`src/rtl/mul_arbiter_if.sv`:
```
// Bundle of requester handshakes, response bus and shared Booth multiplier control.
// slave = arbiter side, master = requesters plus multiplier side.
interface mul_arbiter_if;
  logic         req0;
  logic         req1;
  logic [63:0]  a0;
  logic [63:0]  b0;
  logic [63:0]  a1;
  logic [63:0]  b1;
  logic         done0;
  logic         done1;
  logic [127:0] result;
  logic         err;
  logic         busy;
  logic         mul_start;
  logic         mul_clear;
  logic [63:0]  mul_multiplicand;
  logic [63:0]  mul_multiplier;
  logic [127:0] mul_result;
  logic [1:0]   mul_state;

  modport slave (
    input  req0, req1, a0, b0, a1, b1, mul_result, mul_state,
    output done0, done1, result, err, busy,
           mul_start, mul_clear, mul_multiplicand, mul_multiplier
  );

  modport master (
    output req0, req1, a0, b0, a1, b1, mul_result, mul_state,
    input  done0, done1, result, err, busy,
           mul_start, mul_clear, mul_multiplicand, mul_multiplier
  );
endinterface

```
`src/rtl/mul_arbiter.sv`:
```
// Round-robin arbiter sharing one signed 64x64 Booth multiplier between two requesters,
// with a WAIT timeout that aborts a stuck multiplier and reports err with a zero result.
module mul_arbiter #(
  parameter logic [7:0] TIMEOUT = 8'd80
) (
  input  logic          clk,
  input  logic          reset,
  mul_arbiter_if.slave  bus
);

  typedef enum logic [2:0] {
    S_IDLE  = 3'd0,
    S_ISSUE = 3'd1,
    S_WAIT  = 3'd2,
    S_CLEAR = 3'd3,
    S_RESP  = 3'd4
  } state_t;

  localparam logic [1:0] MS_IDLE = 2'b00;
  localparam logic [1:0] MS_DONE = 2'b01;

  state_t        r_state;
  state_t        w_next;
  logic          r_ptr;
  logic          r_gid;
  logic [63:0]   r_opa;
  logic [63:0]   r_opb;
  logic [7:0]    r_cnt;
  logic [127:0]  r_result;
  logic          r_err;

  logic          w_grant;
  logic          w_win;
  logic          w_mul_done;
  logic          w_timeout;
  logic          w_mul_idle;

  always_comb begin
    w_mul_idle = (bus.mul_state == MS_IDLE);
    w_mul_done = (bus.mul_state == MS_DONE);
    w_timeout  = (r_cnt == TIMEOUT);
    // r_ptr names the requester that wins a tie; a lone request always wins
    w_win      = (bus.req0 && bus.req1) ? r_ptr : bus.req1;
    w_grant    = (r_state == S_IDLE) && w_mul_idle && (bus.req0 || bus.req1);
  end

  always_comb begin
    w_next = r_state;
    case (r_state)
      S_IDLE:  if (w_grant) w_next = S_ISSUE;
      S_ISSUE: w_next = S_WAIT;
      S_WAIT:  if (w_mul_done || w_timeout) w_next = S_CLEAR;
      S_CLEAR: if (w_mul_idle) w_next = S_RESP;
      S_RESP:  w_next = S_IDLE;
      default: w_next = S_IDLE;
    endcase
  end

  always_ff @(posedge clk or posedge reset) begin
    if (reset) begin
      r_state <= S_IDLE;
    end else begin
      r_state <= w_next;
    end
  end

  always_ff @(posedge clk or posedge reset) begin
    if (reset) begin
      r_ptr    <= 1'b0;
      r_gid    <= 1'b0;
      r_opa    <= '0;
      r_opb    <= '0;
      r_cnt    <= '0;
      r_result <= '0;
      r_err    <= 1'b0;
    end else begin
      if (w_grant) begin
        r_opa <= w_win ? bus.a1 : bus.a0;
        r_opb <= w_win ? bus.b1 : bus.b0;
        r_gid <= w_win;
      end
      case (r_state)
        S_ISSUE: r_cnt <= '0;
        S_WAIT: begin
          r_cnt <= r_cnt + 8'd1;
          // a DONE arriving on the timeout cycle still delivers the real product
          if (w_mul_done) begin
            r_result <= bus.mul_result;
            r_err    <= 1'b0;
          end else if (w_timeout) begin
            r_result <= '0;
            r_err    <= 1'b1;
          end
        end
        S_RESP:  r_ptr <= ~r_gid;
        default: ;
      endcase
    end
  end

  // mul_clear is gated by reset so every output reads 0 while reset is held
  assign bus.mul_start        = (r_state == S_ISSUE);
  assign bus.mul_clear        = !reset && ((r_state == S_CLEAR) ||
                                           ((r_state == S_IDLE) && !w_mul_idle));
  assign bus.done0            = (r_state == S_RESP) && !r_gid;
  assign bus.done1            = (r_state == S_RESP) &&  r_gid;
  assign bus.busy             = (r_state != S_IDLE);
  assign bus.result           = r_result;
  assign bus.err              = r_err;
  assign bus.mul_multiplicand = r_opa;
  assign bus.mul_multiplier   = r_opb;

  a_done_onehot: assert property (@(posedge clk) disable iff (reset)
    !(bus.done0 && bus.done1));
  a_start_clear_excl: assert property (@(posedge clk) disable iff (reset)
    !(bus.mul_start && bus.mul_clear));

endmodule
```
`src/flat_wrapper.sv`:
```
// flat-port wrapper written by rule: the top's interface ports become plain ports
module mul_arbiter_flat 
#(
  parameter logic [7:0] TIMEOUT = 8'd80
)
  (clk, reset, bus_req0, bus_req1, bus_a0, bus_b0, bus_a1, bus_b1, bus_mul_result, bus_mul_state, bus_done0, bus_done1, bus_result, bus_err, bus_busy, bus_mul_start, bus_mul_clear, bus_mul_multiplicand, bus_mul_multiplier);
  mul_arbiter_if bus_i ();
  input  logic clk;
  input  logic reset;
  input wire logic [$bits(bus_i.req0)-1:0] bus_req0;
  input wire logic [$bits(bus_i.req1)-1:0] bus_req1;
  input wire logic [$bits(bus_i.a0)-1:0] bus_a0;
  input wire logic [$bits(bus_i.b0)-1:0] bus_b0;
  input wire logic [$bits(bus_i.a1)-1:0] bus_a1;
  input wire logic [$bits(bus_i.b1)-1:0] bus_b1;
  input wire logic [$bits(bus_i.mul_result)-1:0] bus_mul_result;
  input wire logic [$bits(bus_i.mul_state)-1:0] bus_mul_state;
  output wire logic [$bits(bus_i.done0)-1:0] bus_done0;
  output wire logic [$bits(bus_i.done1)-1:0] bus_done1;
  output wire logic [$bits(bus_i.result)-1:0] bus_result;
  output wire logic [$bits(bus_i.err)-1:0] bus_err;
  output wire logic [$bits(bus_i.busy)-1:0] bus_busy;
  output wire logic [$bits(bus_i.mul_start)-1:0] bus_mul_start;
  output wire logic [$bits(bus_i.mul_clear)-1:0] bus_mul_clear;
  output wire logic [$bits(bus_i.mul_multiplicand)-1:0] bus_mul_multiplicand;
  output wire logic [$bits(bus_i.mul_multiplier)-1:0] bus_mul_multiplier;
  assign bus_i.req0 = bus_req0;
  assign bus_i.req1 = bus_req1;
  assign bus_i.a0 = bus_a0;
  assign bus_i.b0 = bus_b0;
  assign bus_i.a1 = bus_a1;
  assign bus_i.b1 = bus_b1;
  assign bus_i.mul_result = bus_mul_result;
  assign bus_i.mul_state = bus_mul_state;
  assign bus_done0 = bus_i.done0;
  assign bus_done1 = bus_i.done1;
  assign bus_result = bus_i.result;
  assign bus_err = bus_i.err;
  assign bus_busy = bus_i.busy;
  assign bus_mul_start = bus_i.mul_start;
  assign bus_mul_clear = bus_i.mul_clear;
  assign bus_mul_multiplicand = bus_i.mul_multiplicand;
  assign bus_mul_multiplier = bus_i.mul_multiplier;
  mul_arbiter #(.TIMEOUT(TIMEOUT)) u_core (.clk(clk), .reset(reset), .bus(bus_i));
endmodule
```
`config.mk`:
```
export PLATFORM = sky130hd
export DESIGN_NAME = mul_arbiter_flat
export DESIGN_NICKNAME = d
export VERILOG_FILES = /design/src/rtl/mul_arbiter_if.sv /design/src/rtl/mul_arbiter.sv /design/src/flat_wrapper.sv
export SDC_FILE = /design/constraint.sdc
export NUM_CORES = 1
export LEC_CHECK = 0
export CORE_AREA = 5 5 251 253
export CTS_CLUSTER_DIAMETER = 80
export DETAILED_ROUTE_END_ITERATION = 6
export DIE_AREA = 0 0 256 258
export PLACE_DENSITY_LB_ADDON = 0.05
export SYNTH_ARGS = -nofsm -noshare
export SYNTH_HDL_FRONTEND = slang
export SYNTH_SLANG_ARGS = --single-unit
```
`constraint.sdc`:
```
create_clock -name clk -period 9.2 [get_ports clk]
set_input_delay 1.38 -clock clk [delete_from_list [all_inputs] [get_ports clk]]
set_output_delay 1.38 -clock clk [all_outputs]
set_load 0.01 [all_outputs]
```
After elaboration in Yosys (flattened, before gate mapping)
Cells that the tools add are included.

word-level totals
  bits in registers = 270
  bits of input ports = 390
  output and inout bits = 262

operators by class
  add/subtract/negate cells = 1
  eq/ne operators = 9
  mux-type cells = 12
  bitwise operators = 1
  reduce and logical (&&, ||, !) cells = 20

operators with widths
  operator               number
  $mux W128              2
  $mux W64               2
  $pmux W8 S2            1
  $pmux W3 S4            1
  $mux W3                3
  $add A8 B1 Y8 const B  1
  $eq A8 B7 Y1 const B   1
  $logic_and A1 B1 Y1    7
  $eq A3 B2 Y1 const B   2
  $ne A2 B1 Y1 const B   3
  $reduce_bool A2 Y1     2
  $eq A3 B1 Y1 const B   1
  $eq A3 B3 Y1 const B   1
  $logic_not A1 Y1       3
  $logic_not A3 Y1       1
  $logic_or A1 B1 Y1     3
  $mux W1                3
  $reduce_and A3 Y1      1
  $reduce_bool A3 Y1     1
  $eq A2 B1 Y1 const B   1
  $logic_not A2 Y1       1
  $reduce_and A2 Y1      1
  $not A1 Y1             1

Depth between registers and ports, before layout
  depth after elaboration = 5
  mapped depth = 7
  mapped depth without buffers = 5

Least setup slack after synthesis
OpenSTA, ideal clock, no wires.

  path kind = input to output
  from = input port bus_mul_state[1]
  to = output port bus_mul_clear
  arrival = 1.825 ns
  required time = 7.820 ns
  path slack = 5.995 ns
  stages on the path = 2
  buffers on the path = 0
  cells stage by stage = o21ai_0 -> a211oi_1

on the way
  longest elaborated chain between the ends = 5

RTL lines
  element              line                RTL
  start, declared      flat_wrapper.sv:17  input wire logic [$bits(bus_i.mul_state)-1:0] bus_mul_state;
  $logic_not A2 Y1     mul_arbiter.sv:39   w_mul_idle = (bus.mul_state == MS_IDLE);
  $logic_not A1 Y1     mul_arbiter.sv:104  ((r_state == S_IDLE) && !w_mul_idle));
  $logic_and A1 B1 Y1  mul_arbiter.sv:104
  $logic_or A1 B1 Y1   mul_arbiter.sv:103  assign bus.mul_clear = !reset && ((r_state == S_CLEAR) ||
  $logic_and A1 B1 Y1  mul_arbiter.sv:103
  end, declared        flat_wrapper.sv:24  output wire logic [$bits(bus_i.mul_clear)-1:0] bus_mul_clear;

Every way passes these cells.

Worst setup path in the final report
  from = input port bus_mul_state[0]
  to = output port bus_mul_clear

Same word-level chain as after synthesis.

==> summary.md <==
| Metric | Value |
|---|---|
| CP max FO | `4` |
| Tcrit/Tclk final | `47.1%` |
| Slew of the pin with the lowest slew margin | `1.23 ns` |
| CP Launch Type | `input port` |
| Hold_buf cts | `0` |
| Maximum VDD drop | `157 uV` |
| Crit path required time | `7.82 ns` |
| Clock Tree Buf Depth | `3` |
| Die width | `256 um` |
| Post-Route WL | `65900 um` |
| Flop-to-flop setup slack | `5.94 ns` |
| R2R Path Start | `u_core.r_state[2]$_DFFE_PP0P_` |
| Die Y | `258 um` |
| Fillers | `6261` |
| Final slew viol count | `0` |
| Setup Crit Path Kind | `input port to output port` |
| Syn Nets | `1676` |
| Crit path from | `bus_mul_state[0]` |
| Clk_skew | `0.00913 ns` |
| Critical path, cell by cell | `clkdlybuf4s50_1 -> o21ai_0 -> a211oi_1 -> clkdlybuf4s50_1` |
| Via count | `13260` |
| Setup WS post-layout | `4.87 ns` |
| EDFF count, synth | `0` |
| Main synth FF type | `dfrtp_1` |
| DRT iter0 DRCs | `758` |
| Post-layout minimum cycle time | `4.33 ns` |
| HP Class | `register to register` |
| Leakage | `0.00769 uW` |
| Final setup violation count | `0` |
| Gr busiest metal | `met2` |
| R2R cell count | `5` |
| Largest delay contributor family on the critical path | `buffers and inverters` |
| Netlist cell types | `38` |
| IO Count | `652` |
| Buffers and inverters on the worst path | `2` |
| Clk sink count | `270` |
| Estimated wirelength of the detail-placed design | `43400 um` |
| Arr. time, crit path | `2.95 ns` |
| Total gr overflow | `0` |
| Register area share after synthesis | `52.2%` |
| Worst-Skew Late Latency | `0.55 ns` |
| Global-route wire length before repair | `96700 um` |
| Layout area overhead | `62.9%` |
| Largest net degree at the start of global routing | `137` |
| Setup bufs post-CTS | `0` |
| Initial antenna violation count | `20` |
| Clk slew on worst S/H paths | `0.05 ns` |
| Total die area | `66000 um2` |
| Slowest stage cell, crit path | `clkdlybuf4s50_1` |
| 1st-pass router iterations | `5` |
| Port buffer count | `651` |
| Post-Place Setup Slack | `4.31 ns` |
| Crit end category | `output port` |
| # resized after CTS | `0` |
| Routed Antenna Nets | `0` |
| Status | `finished clean` |
| GR Util met3 | `9.15%` |
| Avg Cell Area, Syn | `10.1 um2` |
| Routed WL per cell | `24.9 um` |
| Core area | `60800 um2` |
| Total GRT Usage | `18.9%` |
| Routability congestion estimate | `0.779` |
| Met1 Use GR | `21.9%` |
| Biggest cell delay along the critical path | `0.62 ns` |
| Worst rel slew slack | `18.1%` |
| M2 GR Usage | `31.2%` |
| Ys Warns | `0` |
| Remaining DRCs | `0` |
| RSZ-0062 raised after global routing | `false` |
| Most used cell along the critical path | `clkdlybuf4s50_1` |
| Ys async rst share | `100%` |
| Maxcap violations | `0` |
| F_max | `231 MHz` |
| Power Density | `309 nW/um2` |
| Root Driver | `clkbuf_16` |
| Row count | `91` |
| CP Capture Point | `bus_mul_clear` |
| Syn Std Cell Area | `13000 um2` |
| #FFs+latches synth | `270` |
| Final hold violations | `0` |
| Proportion of layout cells with a drive suffix above 1 | `4.50%` |
| Vias in the first global route | `13788` |
| CTS Buf Count | `38` |
| Initial Util | `21.3%` |
| Routed vias/inst | `5.02` |
| Setup TNS | `0 ns` |
| Levels on crit path | `4` |
| Final #Nets | `2209` |
| CTS tree | `built` |
| H-tree depth | `2` |
| Mapped Cells | `1284` |
| RR Endpoint | `u_core.bus.result[5]$_DFFE_PP0P_` |
==> metrics by stage <==
stage | total power (uW) | std cells | cell area (um2) | util, % | hold slack [ns]
after floorplan | 3320 | 1284 | 13000 | - | 0.441
after global placement | 5120 | 2567 | 19900 | 32.7 | 0.473
after detailed placement | 5140 | 2567 | 19900 | 32.7 | 0.476
after CTS | 6640 | 2634 | 21100 | 34.7 | 0.484
after global routing | 6950 | 2639 | 21100 | 34.7 | 0.517
final | 6530 | 2644 | 21100 | 34.7 | 0.484
==> state kept, by name, indices dropped and copies added (netlist names) <==
signal,count
u_core.r_gid,1
u_core.bus.result,128
u_core.bus.mul_multiplier,64
u_core.r_state,3
u_core.bus.err,1
u_core.bus.mul_multiplicand,64
u_core.r_cnt,8
u_core.r_ptr,1
==> worst min-delay path by stage <==
stage / startpoint / end / slack, ns / cells past startpoint
after floorplan: u_core.r_cnt[7]$_DFFE_PP0P_ / u_core.r_cnt[7]$_DFFE_PP0P_ / 0.44 / 1
final: u_core.r_cnt[7]$_DFFE_PP0P_ / u_core.r_cnt[7]$_DFFE_PP0P_ / 0.48 / 1
after global placement: u_core.r_cnt[7]$_DFFE_PP0P_ / u_core.r_cnt[7]$_DFFE_PP0P_ / 0.47 / 1
after CTS: u_core.r_cnt[7]$_DFFE_PP0P_ / u_core.r_cnt[7]$_DFFE_PP0P_ / 0.48 / 1
after global routing: u_core.r_cnt[7]$_DFFE_PP0P_ / u_core.r_cnt[7]$_DFFE_PP0P_ / 0.52 / 1
after detailed placement: u_core.r_cnt[7]$_DFFE_PP0P_ / u_core.r_cnt[7]$_DFFE_PP0P_ / 0.48 / 1
==> report_power, final <==
part / internal (uW) / switching (uW)
Sequential: 1760 / 322
Clock: 885 / 573
Combinational: 1530 / 1460
==> routing by layer <==
layer  routed length (um)  up-vias
met5                  133        -
met4                 1820       22
met3                 7030      105
met2                31900      509
met1                25100     6588
li1                     -     6036
==> cell usage after synthesis (all sizes together) (3+ instances only) <==
| cell type | number | area [um2] |
|---|---|---|
| a21oi | 5 | 25.0 |
| nor2 | 4 | 15.0 |
| inv | 10 | 37.5 |
| nand2b | 3 | 18.8 |
| nor3 | 3 | 15.0 |
| nand3b | 128 | 961 |
| o21ai | 258 | 1290 |
| nand2 | 7 | 26.3 |
| and3 | 3 | 18.8 |
| o2bb2ai | 129 | 1130 |
| nand3 | 4 | 20.0 |
| dfrtp | 270 | 6760 |
| a31oi | 257 | 1610 |
| nor4 | 3 | 33.8 |
| buf | 46 | 300 |
| clkbuf | 130 | 488 |
==> placed cells by master (no fill, tap or decap), types with 4 or more instances in the layout <==
master	instances
a21oi_1	5
a31oi_1	257
buf_4	18
clkbuf_1	16
clkbuf_16	39
clkbuf_8	6
clkdlybuf4s50_1	650
clkinv_2	4
dfrtp_1	270
diode_2	10
inv_1	8
nand2_1	7
nand3_1	4
nand3b_1	128
o21ai_0	258
o2bb2ai_1	129
==> worst register-to-register path, delay by kind of cell, from the launching register on <==
| kind | cells | cell delay (ns) |
|---|---|---|
| AOI/OAI and AO/OA | 1 | 0.16 |
| buffers and inverters | 2 | 1.48 |
| DFF | 1 | 0.55 |
| and+or+nand+nor | 2 | 0.93 |
==> cells by family (layout without fill, tap and decap cells) <==
logic type               Yosys count  count (layout)  share of synthesized area (%)
AO/OA/AOI/OAI                    661             661                           32.1
adder cells (fa/ha/maj)            2               2                          0.193
buffers and inverters            186             746                           6.38
flip-flops                       270             270                           52.2
multiplexers                       2               2                          0.155
other                              0              10                              0
AND/OR/NAND/NOR                  163             163                           9.05
==> layout make-up <==
class | count | area, um2 | area share, %
antenna | 10 | 25.0 | 0.119
clock buffer | 61 | 1120 | 5.30
clock inverter | 6 | 83.8 | 0.397
tap | 790 | 988 | 4.69
multi-input combinational | 828 | 5410 | 25.7
inverter | 10 | 46.3 | 0.219
timing repair buffer | 669 | 6660 | 31.6
sequential | 270 | 6760 | 32.0
No activity file was read; power rests on OpenSTA's default activity.
